File: src/rtl/controller_router_pkg.sv
// controller_router_pkg: shared state type, OFF constant and select-field helpers.
// rev 1.0
`default_nettype none

package controller_router_pkg;

  typedef enum logic [1:0] {
    IDLE   = 2'd0,
    BLANK  = 2'd1,
    ACTIVE = 2'd2
  } router_state_t;

  // Button buses are active-low, so a released (OFF) bit is a one.
  localparam logic BTN_OFF_BIT = 1'b1;

  function automatic logic [31:0] sel_field(input logic [31:0] sel,
                                            input int unsigned lsb,
                                            input int unsigned w);
    return (sel >> lsb) & ((32'd1 << w) - 32'd1);
  endfunction

  function automatic logic route_ok(input logic [31:0] src, input logic [31:0] dst,
                                    input logic [31:0] nsrc, input logic [31:0] ndst);
    return (src < nsrc) && (dst < ndst);
  endfunction

endpackage

`default_nettype wire

File: src/rtl/controller_router_select_stabilizer.sv
// select_stabilizer: holds a candidate select and pulses commit once it has been stable long enough.
// rev 1.0
`default_nettype none

module select_stabilizer #(
  parameter int WIDTH         = 4,
  parameter int STABLE_CYCLES = 4,
  localparam int CNT_W        = (STABLE_CYCLES > 1) ? $clog2(STABLE_CYCLES) : 1
) (
  input  logic             clk_in,
  input  logic             reset_in,
  input  logic [WIDTH-1:0] select_in,
  input  logic [WIDTH-1:0] committed_in,
  output logic [WIDTH-1:0] cand_out,
  output logic             commit_out
);

  localparam logic [CNT_W-1:0] COUNT_MAX = CNT_W'(STABLE_CYCLES - 1);

  logic [WIDTH-1:0] cand_q;
  logic [CNT_W-1:0] count_q;

  always_ff @(posedge clk_in) begin
    if (!reset_in) begin
      cand_q  <= '0;
      count_q <= '0;
    end else begin
      cand_q <= select_in;
      if (select_in != cand_q)
        count_q <= '0;
      else if (count_q != COUNT_MAX)
        count_q <= count_q + CNT_W'(1);
    end
  end

  // Fires once: the committed select catches up with the candidate on the next edge.
  assign commit_out = (count_q == COUNT_MAX) && (cand_q != committed_in);
  assign cand_out   = cand_q;

endmodule

`default_nettype wire

File: src/rtl/controller_router.sv
// controller_router: filtered, blanked router of active-low button buses to console ports.
// rev 1.0 -- define CONTROLLER_ROUTER_SYNC_EN to add a 2-flop synchroniser on src_in.
`default_nettype none

module controller_router
  import controller_router_pkg::*;
#(
  parameter int NUM_SRC       = 3,
  parameter int NUM_DST       = 4,
  parameter int BTN_W         = 8,
  parameter int STABLE_CYCLES = 4,
  parameter int BLANK_CYCLES  = 2,
  localparam int SRC_W        = (NUM_SRC > 1) ? $clog2(NUM_SRC) : 1,
  localparam int DST_W        = (NUM_DST > 1) ? $clog2(NUM_DST) : 1
) (
  input  logic                     clk_in,
  input  logic                     reset_in,
  input  logic [NUM_SRC*BTN_W-1:0] src_in,
  input  logic [SRC_W+DST_W-1:0]   select_in,
  output logic [NUM_DST*BTN_W-1:0] dst_out,
  output logic                     route_valid_out,
  output logic [SRC_W-1:0]         active_src_out,
  output logic [DST_W-1:0]         active_dst_out,
  output logic                     switching_out
);

  localparam int SEL_W = SRC_W + DST_W;
  localparam int BLK_W = (BLANK_CYCLES > 1) ? $clog2(BLANK_CYCLES) : 1;
  localparam logic [BTN_W-1:0] OFF        = {BTN_W{BTN_OFF_BIT}};
  localparam logic [BLK_W-1:0] BLANK_INIT = BLK_W'(BLANK_CYCLES - 1);

  router_state_t      state_q, state_d;
  logic [BLK_W-1:0]   blank_q, blank_d;
  logic [SEL_W-1:0]   cand;
  logic               commit;
  logic               target_ok;
  logic [NUM_SRC*BTN_W-1:0] src_s;
  logic [BTN_W-1:0]   route_data;

  select_stabilizer #(
    .WIDTH         (SEL_W),
    .STABLE_CYCLES (STABLE_CYCLES)
  ) u_stab (
    .clk_in       (clk_in),
    .reset_in     (reset_in),
    .select_in    (select_in),
    .committed_in ({active_src_out, active_dst_out}),
    .cand_out     (cand),
    .commit_out   (commit)
  );

`ifdef CONTROLLER_ROUTER_SYNC_EN
  logic [NUM_SRC*BTN_W-1:0] sync1_q, sync2_q;

  always_ff @(posedge clk_in) begin
    if (!reset_in) begin
      sync1_q <= {NUM_SRC{OFF}};
      sync2_q <= {NUM_SRC{OFF}};
    end else begin
      sync1_q <= src_in;
      sync2_q <= sync1_q;
    end
  end

  assign src_s = sync2_q;
`else
  assign src_s = src_in;
`endif

  assign target_ok = route_ok(32'(active_src_out), 32'(active_dst_out),
                              32'(NUM_SRC), 32'(NUM_DST));

  always_ff @(posedge clk_in) begin
    if (!reset_in) begin
      state_q        <= IDLE;
      blank_q        <= '0;
      active_src_out <= '0;
      active_dst_out <= '0;
    end else begin
      state_q <= state_d;
      blank_q <= blank_d;
      if (commit) begin
        active_src_out <= SRC_W'(sel_field(32'(cand), DST_W, SRC_W));
        active_dst_out <= DST_W'(sel_field(32'(cand), 0, DST_W));
      end
    end
  end

  // A commit always wins, so a new request during blanking restarts the full interval.
  always_comb begin
    state_d = state_q;
    blank_d = blank_q;
    if (commit) begin
      state_d = BLANK;
      blank_d = BLANK_INIT;
    end else begin
      case (state_q)
        BLANK: begin
          if (blank_q == '0)
            state_d = target_ok ? ACTIVE : IDLE;
          else
            blank_d = blank_q - BLK_W'(1);
        end
        IDLE, ACTIVE: ;
        default: state_d = IDLE;
      endcase
    end
  end

  always_comb begin
    route_data = OFF;
    for (int s = 0; s < NUM_SRC; s++)
      if (SRC_W'(s) == active_src_out)
        route_data = src_s[s*BTN_W +: BTN_W];
  end

  // Outputs are registered from the next state so OFF lands right after the commit edge.
  always_ff @(posedge clk_in) begin
    if (!reset_in) begin
      dst_out         <= {NUM_DST{OFF}};
      route_valid_out <= 1'b0;
      switching_out   <= 1'b0;
    end else begin
      route_valid_out <= (state_d == ACTIVE);
      switching_out   <= (state_d == BLANK);
      for (int d = 0; d < NUM_DST; d++)
        dst_out[d*BTN_W +: BTN_W] <= ((state_d == ACTIVE) && (DST_W'(d) == active_dst_out))
                                     ? route_data : OFF;
    end
  end

endmodule

`default_nettype wire
File: config.mk
export PLATFORM = sky130hd
export DESIGN_NAME = controller_router
export DESIGN_NICKNAME = d
export VERILOG_FILES = /design/src/rtl/controller_router_pkg.sv /design/src/rtl/controller_router_select_stabilizer.sv /design/src/rtl/controller_router.sv
export SDC_FILE = /design/constraint.sdc
export NUM_CORES = 1
export LEC_CHECK = 0
export CAP_MARGIN = 20
export CORE_MARGIN = 1.5
export CORE_UTILIZATION = 46
export CTS_CLUSTER_DIAMETER = 50
export DETAILED_ROUTE_END_ITERATION = 16
export GPL_ROUTABILITY_DRIVEN = 0
export PLACE_DENSITY = 0.84
export RECOVER_POWER = 100
export SYNTH_ARGS = -nofsm -noshare
export SYNTH_HDL_FRONTEND = slang
export SYNTH_SLANG_ARGS = --single-unit
export TNS_END_PERCENT = 10
File: constraint.sdc
create_clock -name clk_in -period 3.1 [get_ports clk_in]
set_input_delay 0.465 -clock clk_in [delete_from_list [all_inputs] [get_ports clk_in]]
set_output_delay 0.465 -clock clk_in [all_outputs]
set_load 0.02 [all_outputs]
==> impl_metrics.csv, run 1 <==
group,metric,value,unit
power,p_sw,239,uW
placed_design,pre_cts_slack,1140,ps
floorplanning,pin_count,68,
power,p_seq_share,53.7,%
timing,relSlewSlack,59.1,%
timing,fmax,445,MHz
clock_tree,hold_buffers,0,
clock_tree,cts_max_path_buffers,2,
setup_path,cpPeakStageDelay,760,ps
final_layout,finalNetCount,248,
yosys,syn_area_per_cell,11.2,um^2
timing,period_minus_slack,2250,ps
setup_path,critPathTopFamily,"buffers and inverters",
floorplanning,die_area,0.00410,mm^2
setup_path,timing.rr.start,"active_src_out[1]",
power,p_leak,0.000842,uW
final_layout,layout_common_cells,"dfxtp_1 (47), dlygate4sd3_1 (39), nand4_1 (32), clkdlybuf4s50_1 (28), mux2_2 (8)",
timing,fin_skew,7.33,ps
floorplanning,std_cell_rows,21,
global_routing,overflow,0,
power,swShare,21.0,%
detailed_routing,wl_per_cell,15.4,um
setup_path,crit_fanout,14,
global_routing,grt_pass1_wl,6430,um
flow_run,maxCapViolations,0,
yosys,yosysWarnings,0,
timing,rsz0062_at_grt,"false",
timing,tightest_slew,613,ps
setup_path,crit_arrival,1780,ps
yosys,ys_seq_elements,47,
setup_path,cp.depth,1,
final_layout,final_common_cell,"dfxtp_1",
power,p_int,897,uW
timing,hold_viol,0,
worst_hold_path,hp-class,"reg -> reg",
detailed_routing,routed_wl,4060,um
placed_design,hpwl,2910,um
timing,fin_crit_sh,72.5,%
setup_path,cp.required,2630,ps
detailed_routing,drtIter0Drc,38,
detailed_routing,drc,0,
global_routing,grt_antenna_before_repair,0,
timing,setup_viol,0,
power,p_comb_share,6.3,%
global_routing,grt_max_degree,38,
yosys,ys_seq_area_share,54.9,%
clock_tree,clk_pin_slew,80,ps
setup_path,path_cells,"dlygate4sd3_1",
floorplanning,die_x,64.0,um
yosys,syn_nets,184,
placed_design,io_buffers,67,
clock_tree,cts_htree_levels,2,
clock_tree,cts.repair.resized,0,
timing,maxSlewViolCount,0,
global_routing,grt_most_used_layer,"met2",
setup_path,setup.worst_path.end,"active_src_out[1]",
global_routing,use_met1,22.9,%
clock_tree,cts.sinks,47,
global_routing,track_usage,20.9,%
setup_path,worstReg2RegEnd,"dst_out[30]",
setup_path,r2r.worst_path.cells,4,
setup_path,crit_buf_inv,1,
yosys,synthCells,153,
floorplanning,core_area,0.00344,mm^2
setup_path,startpoint,"active_src_out[1]",
power,p_per_area,451,mW/mm^2
clock_tree,numCtsBuffers,5,
run_status,outcome,"complete, no violations",
power,peakVddDrop,0.000359,V
timing,setup_tns,0,ps
final_layout,drive_above_1_share,9.63,%
setup_path,worstSetupPathType,"reg -> out",
timing,setup_ws,854,ps
clock_tree,cts_tree,"built",
floorplanning,start_util,49.8,%
yosys,ys_types,26,
power,total_power,1140,uW
detailed_routing,drt_pass1_iterations,4,
power,power.clock.fraction,40.0,%
clock_tree,clkLatencyLatePin,300,ps
yosys,netlist_area,0.00171,mm^2
global_routing,grt_pass1_vias,1363,
final_layout,num_antenna_cells,0,
clock_tree,clockRootBuffer,"clkbuf_8",
setup_path,rrSetupSlack,1230,ps
setup_path,startpoint_type,"flop",
detailed_routing,postRouteAntennaNets,0,
final_layout,syn_to_final_growth,47.0,%
setup_path,cp_slowest_cell,"dlygate4sd3_1",
floorplanning,die_h,64.0,um
global_routing,gr-usage-met3,8.98,%
detailed_routing,via_count,1422,
detailed_routing,drt-vias-per-instance,5.39,
global_routing,grt_util_met2,34.8,%
setup_path,cp-end-kind,"output port",
clock_tree,post-cts-setup-buffers,0,
==> Yosys cell counts <==
cell type  number  share of area (%)
clkbuf_1        3               0.66
and2_1          5                1.8
nor3_1          2               0.58
nand3_1         1               0.29
xnor2_1         4                2.0
o22ai_1         7                2.6
buf_6           3                2.0
o41ai_4         1                1.6
nand4_1        32                 12
mux2_2          8                5.3
mux2i_1         6                3.5
a21boi_0        3                1.3
nand3b_1        1               0.44
nand2b_1        3                1.1
nor2_1          1               0.22
buf_2           4                1.2
xor2_1          5                2.6
and3b_1         2                1.0
and3_1          3                1.1
nor2b_1         4                1.5
nand2_1         2               0.44
nor3b_1         1               0.44
dfxtp_1        47                 55
o31ai_1         1               0.44
ha_1            1               0.73
buf_1           3               0.66
==> routing by layer <==
metal | vias up | share of wire, %
met1 | 650 | 41
met5 | - | 0
met4 | 0 | 2.0
li1 | 690 | -
met3 | 8 | 9.7
met2 | 74 | 47
==> stage by stage <==
| step | instance area [um^2] | instances | hold slack (ps) | utilization, % |
|---|---|---|---|---|
| finish | 2520 | 264 | 534 | 73.1 |
| global route | 2520 | 264 | 566 | 73.1 |
| CTS | 2520 | 264 | 534 | 73.1 |
| detailed placement | 2400 | 256 | 521 | 69.8 |
| global placement | 2400 | 256 | 504 | 69.8 |
| floorplan | 1710 | 153 | 457 | - |
==> how the worst min path moves through the flow <==
stage	from	end	slack [ps]	cells past startpoint
after floorplan	blank_q	blank_q	460	2
final	state_q[0]	state_q[0]	530	2
after detailed placement	state_q[0]	state_q[0]	520	2
after global placement	blank_q	blank_q	500	2
after CTS	state_q[0]	state_q[0]	530	2
after global routing	blank_q	blank_q	570	2
==> logic make-up (layout without fill, tap and decap cells) <==
family          after synthesis  in the layout  share of synthesized area (%)
simple gates                 57             57                           20.6
buf+inv                      13             78                           4.46
fa+ha+maj                     1              1                          0.730
flops                        47             47                           54.9
compound gates               12             12                           5.92
mux                          14             14                           8.77
xor+xnor                      9              9                           4.60
==> sequential cells by signal, summed over array words and instances, names as in the netlist <==
register and cells:
active_src_out 2, switching_out 1, u_stab.cand_out 4, route_valid_out 1, state_q 2, blank_q 1
u_stab.count_q 2, active_dst_out 2, dst_out 32
==> cell type report <==
class,count,area (um^2)
clock buffer,5,68.8
clock inverter,3,47.5
fill,240,925
multi-input combinational,93,709
sequential,47,941
tap,46,57.6
timing repair buffer,70,693
==> power by group through the flow <==
| stage | Combinational [uW] | Sequential [uW] | Clock (uW) |
|---|---|---|---|
| after floorplan | 26.2 | 623 | 0 |
| after global placement | 69.8 | 624 | 0 |
| after detailed placement | 71.6 | 624 | 0 |
| after CTS | 72.3 | 610 | 458 |
| after global routing | 77.0 | 611 | 486 |
| final | 72.0 | 610 | 454 |
Note: power is estimated with default switching activity, not from simulation.
==> run 2: changes to the inputs <==
- CORE_UTILIZATION: 46 -> 42
- PLACE_DENSITY: 0.84 -> 0.78
- clock period: 3.1 -> 2.3 ns (I/O delays scaled with it)
==> impl_metrics.csv, run 2 (synthesized netlist as in run 1, its figures left out) <==
group,metric,value,unit
power,p_per_area,605,mW/mm^2
timing,hold_viol,0,
global_routing,grt_pass1_vias,1248,
clock_tree,cts.sinks,47,
setup_path,worstReg2RegEnd,"state_q[0]",
power,p_leak,0.000858,uW
worst_hold_path,hp-class,"reg -> reg",
power,peakVddDrop,0.000280,V
timing,setup_viol,0,
setup_path,critPathTopFamily,"buffers and inverters",
setup_path,startpoint_type,"flop",
floorplanning,die_x,66.9,um
timing,tightest_slew,514,ps
clock_tree,clkLatencyLatePin,300,ps
final_layout,largest_reg_flops,32,
final_layout,num_antenna_cells,0,
detailed_routing,postRouteAntennaNets,0,
run_status,outcome,"complete, no violations",
timing,fmax,490,MHz
placed_design,pre_cts_slack,487,ps
placed_design,hpwl,2680,um
timing,maxSlewViolCount,0,
final_layout,syn_to_final_growth,48.6,%
clock_tree,cts_tree,"built",
floorplanning,die_h,66.9,um
clock_tree,cts_max_path_buffers,2,
global_routing,grt_antenna_before_repair,0,
power,total_power,1540,uW
timing,fin_skew,8.31,ps
timing,fin_crit_sh,88.7,%
final_layout,drive_above_1_share,10.4,%
global_routing,track_usage,18.0,%
setup_path,crit_fanout,14,
timing,setup_ws,261,ps
final_layout,fin_util,64.1,%
clock_tree,clk_pin_slew,80,ps
timing,rsz0062_at_grt,"false",
floorplanning,core_area,0.00397,mm^2
floorplanning,start_util,43.1,%
clock_tree,hold_buffers,0,
setup_path,r2r.worst_path.cells,4,
timing,relSlewSlack,65.7,%
clock_tree,cts.repair.resized,0,
setup_path,crit_arrival,1690,ps
setup_path,worstSetupPathType,"reg -> out",
setup_path,timing.rr.start,"active_src_out[1]",
worst_hold_path,worstHoldStart,"blank_q",
setup_path,rrSetupSlack,510,ps
clock_tree,numCtsBuffers,5,
flow_run,maxCapViolations,0,
setup_path,cp.required,1960,ps
setup_path,crit_buf_inv,1,
detailed_routing,drt-vias-per-instance,5.21,
final_layout,layout.cells.non_filler,271,
clock_tree,post-cts-setup-buffers,0,
floorplanning,std_cell_rows,23,
clock_tree,cts_htree_levels,2,
setup_path,path_cells,"dlygate4sd3_1",
setup_path,cp_slowest_cell,"dlygate4sd3_1",
global_routing,overflow,0,
setup_path,cpPeakStageDelay,750,ps
detailed_routing,routed_wl,3670,um
worst_hold_path,whs_endpoint,"blank_q",
setup_path,cp-end-kind,"output port",
detailed_routing,drt_pass1_iterations,4,
timing,setup_tns,0,ps
floorplanning,pin_count,68,
final_layout,layout_common_cells,"dfxtp_1 (47), dlygate4sd3_1 (39), nand4_1 (32), clkdlybuf4s50_1 (28), mux2_2 (8)",
detailed_routing,drc,0,
floorplanning,die_area,0.00447,mm^2
placed_design,io_buffers,67,
final_layout,finalNetCount,251,
final_layout,final_common_cell,"dfxtp_1",
global_routing,grt_pass1_wl,5870,um
detailed_routing,via_count,1412,
placed_design,numPlacedInstances,263,
detailed_routing,wl_per_cell,13.5,um
global_routing,grt_max_degree,38,
final_layout,top_register,"dst_out",
detailed_routing,drtIter0Drc,83,
clock_tree,clockRootBuffer,"clkbuf_8",
timing,period_minus_slack,2040,ps
worst_hold_path,holdPathStages,2,
-- run 2: cell count changes in the layout (fill, tap and decap cells not counted), sizes merged --
cell,before,now
clkbuf,5,7
buf,3,5
clkinv,1,0
-- run 2: report_power, final --
group	switching (uW)	leakage, uW	total (uW)	internal [uW]
clock	265	0.0000618	623	357
sequential	4.73	0.000381	822	817
combinational	33.8	0.000415	96.7	63.0
total	304	0.000858	1540	1240
-- run 2: worst max path at each step --
stage	to	depth (start not counted)	startpoint	slack, ps
final	active_src_out[1]	1	active_src_out[1]	260
after global routing	active_src_out[1]	1	active_src_out[1]	200
after CTS	active_src_out[1]	1	active_src_out[1]	280
after detailed placement	dst_out[1]	4	active_src_out[1]	490
after global placement	dst_out[18]	4	active_src_out[1]	590
after floorplan	dst_out[0]	4	active_dst_out[1]	690
-- run 2: cell type report --
class / instances / area, um^2
fillers: 343 / 1430
repair buffers: 73 / 712
multi-input cells: 93 / 709
clock buffers: 6 / 82.6
clock inverters: 2 / 38.8
flip-flops and latches: 47 / 941
well taps: 50 / 62.6
-- run 2: metrics by stage --
step	hold slack [ps]	area (um^2)
after floorplan	457	1710
after global placement	507	2430
after detailed placement	514	2430
after CTS	526	2550
after global routing	559	2550
final	521	2550
-- run 2: routing by layer --
metal  part of all wire, %  global-route usage, %  up-vias  wire [um]
li1                      -                      -      696          -
met1                    43                   24.3      657       1570
met3                   7.1                   5.74        5        259
met4                   1.7                   7.91        0         62
met2                    49                   26.3       54       1780
met5                     0                      0        -          0
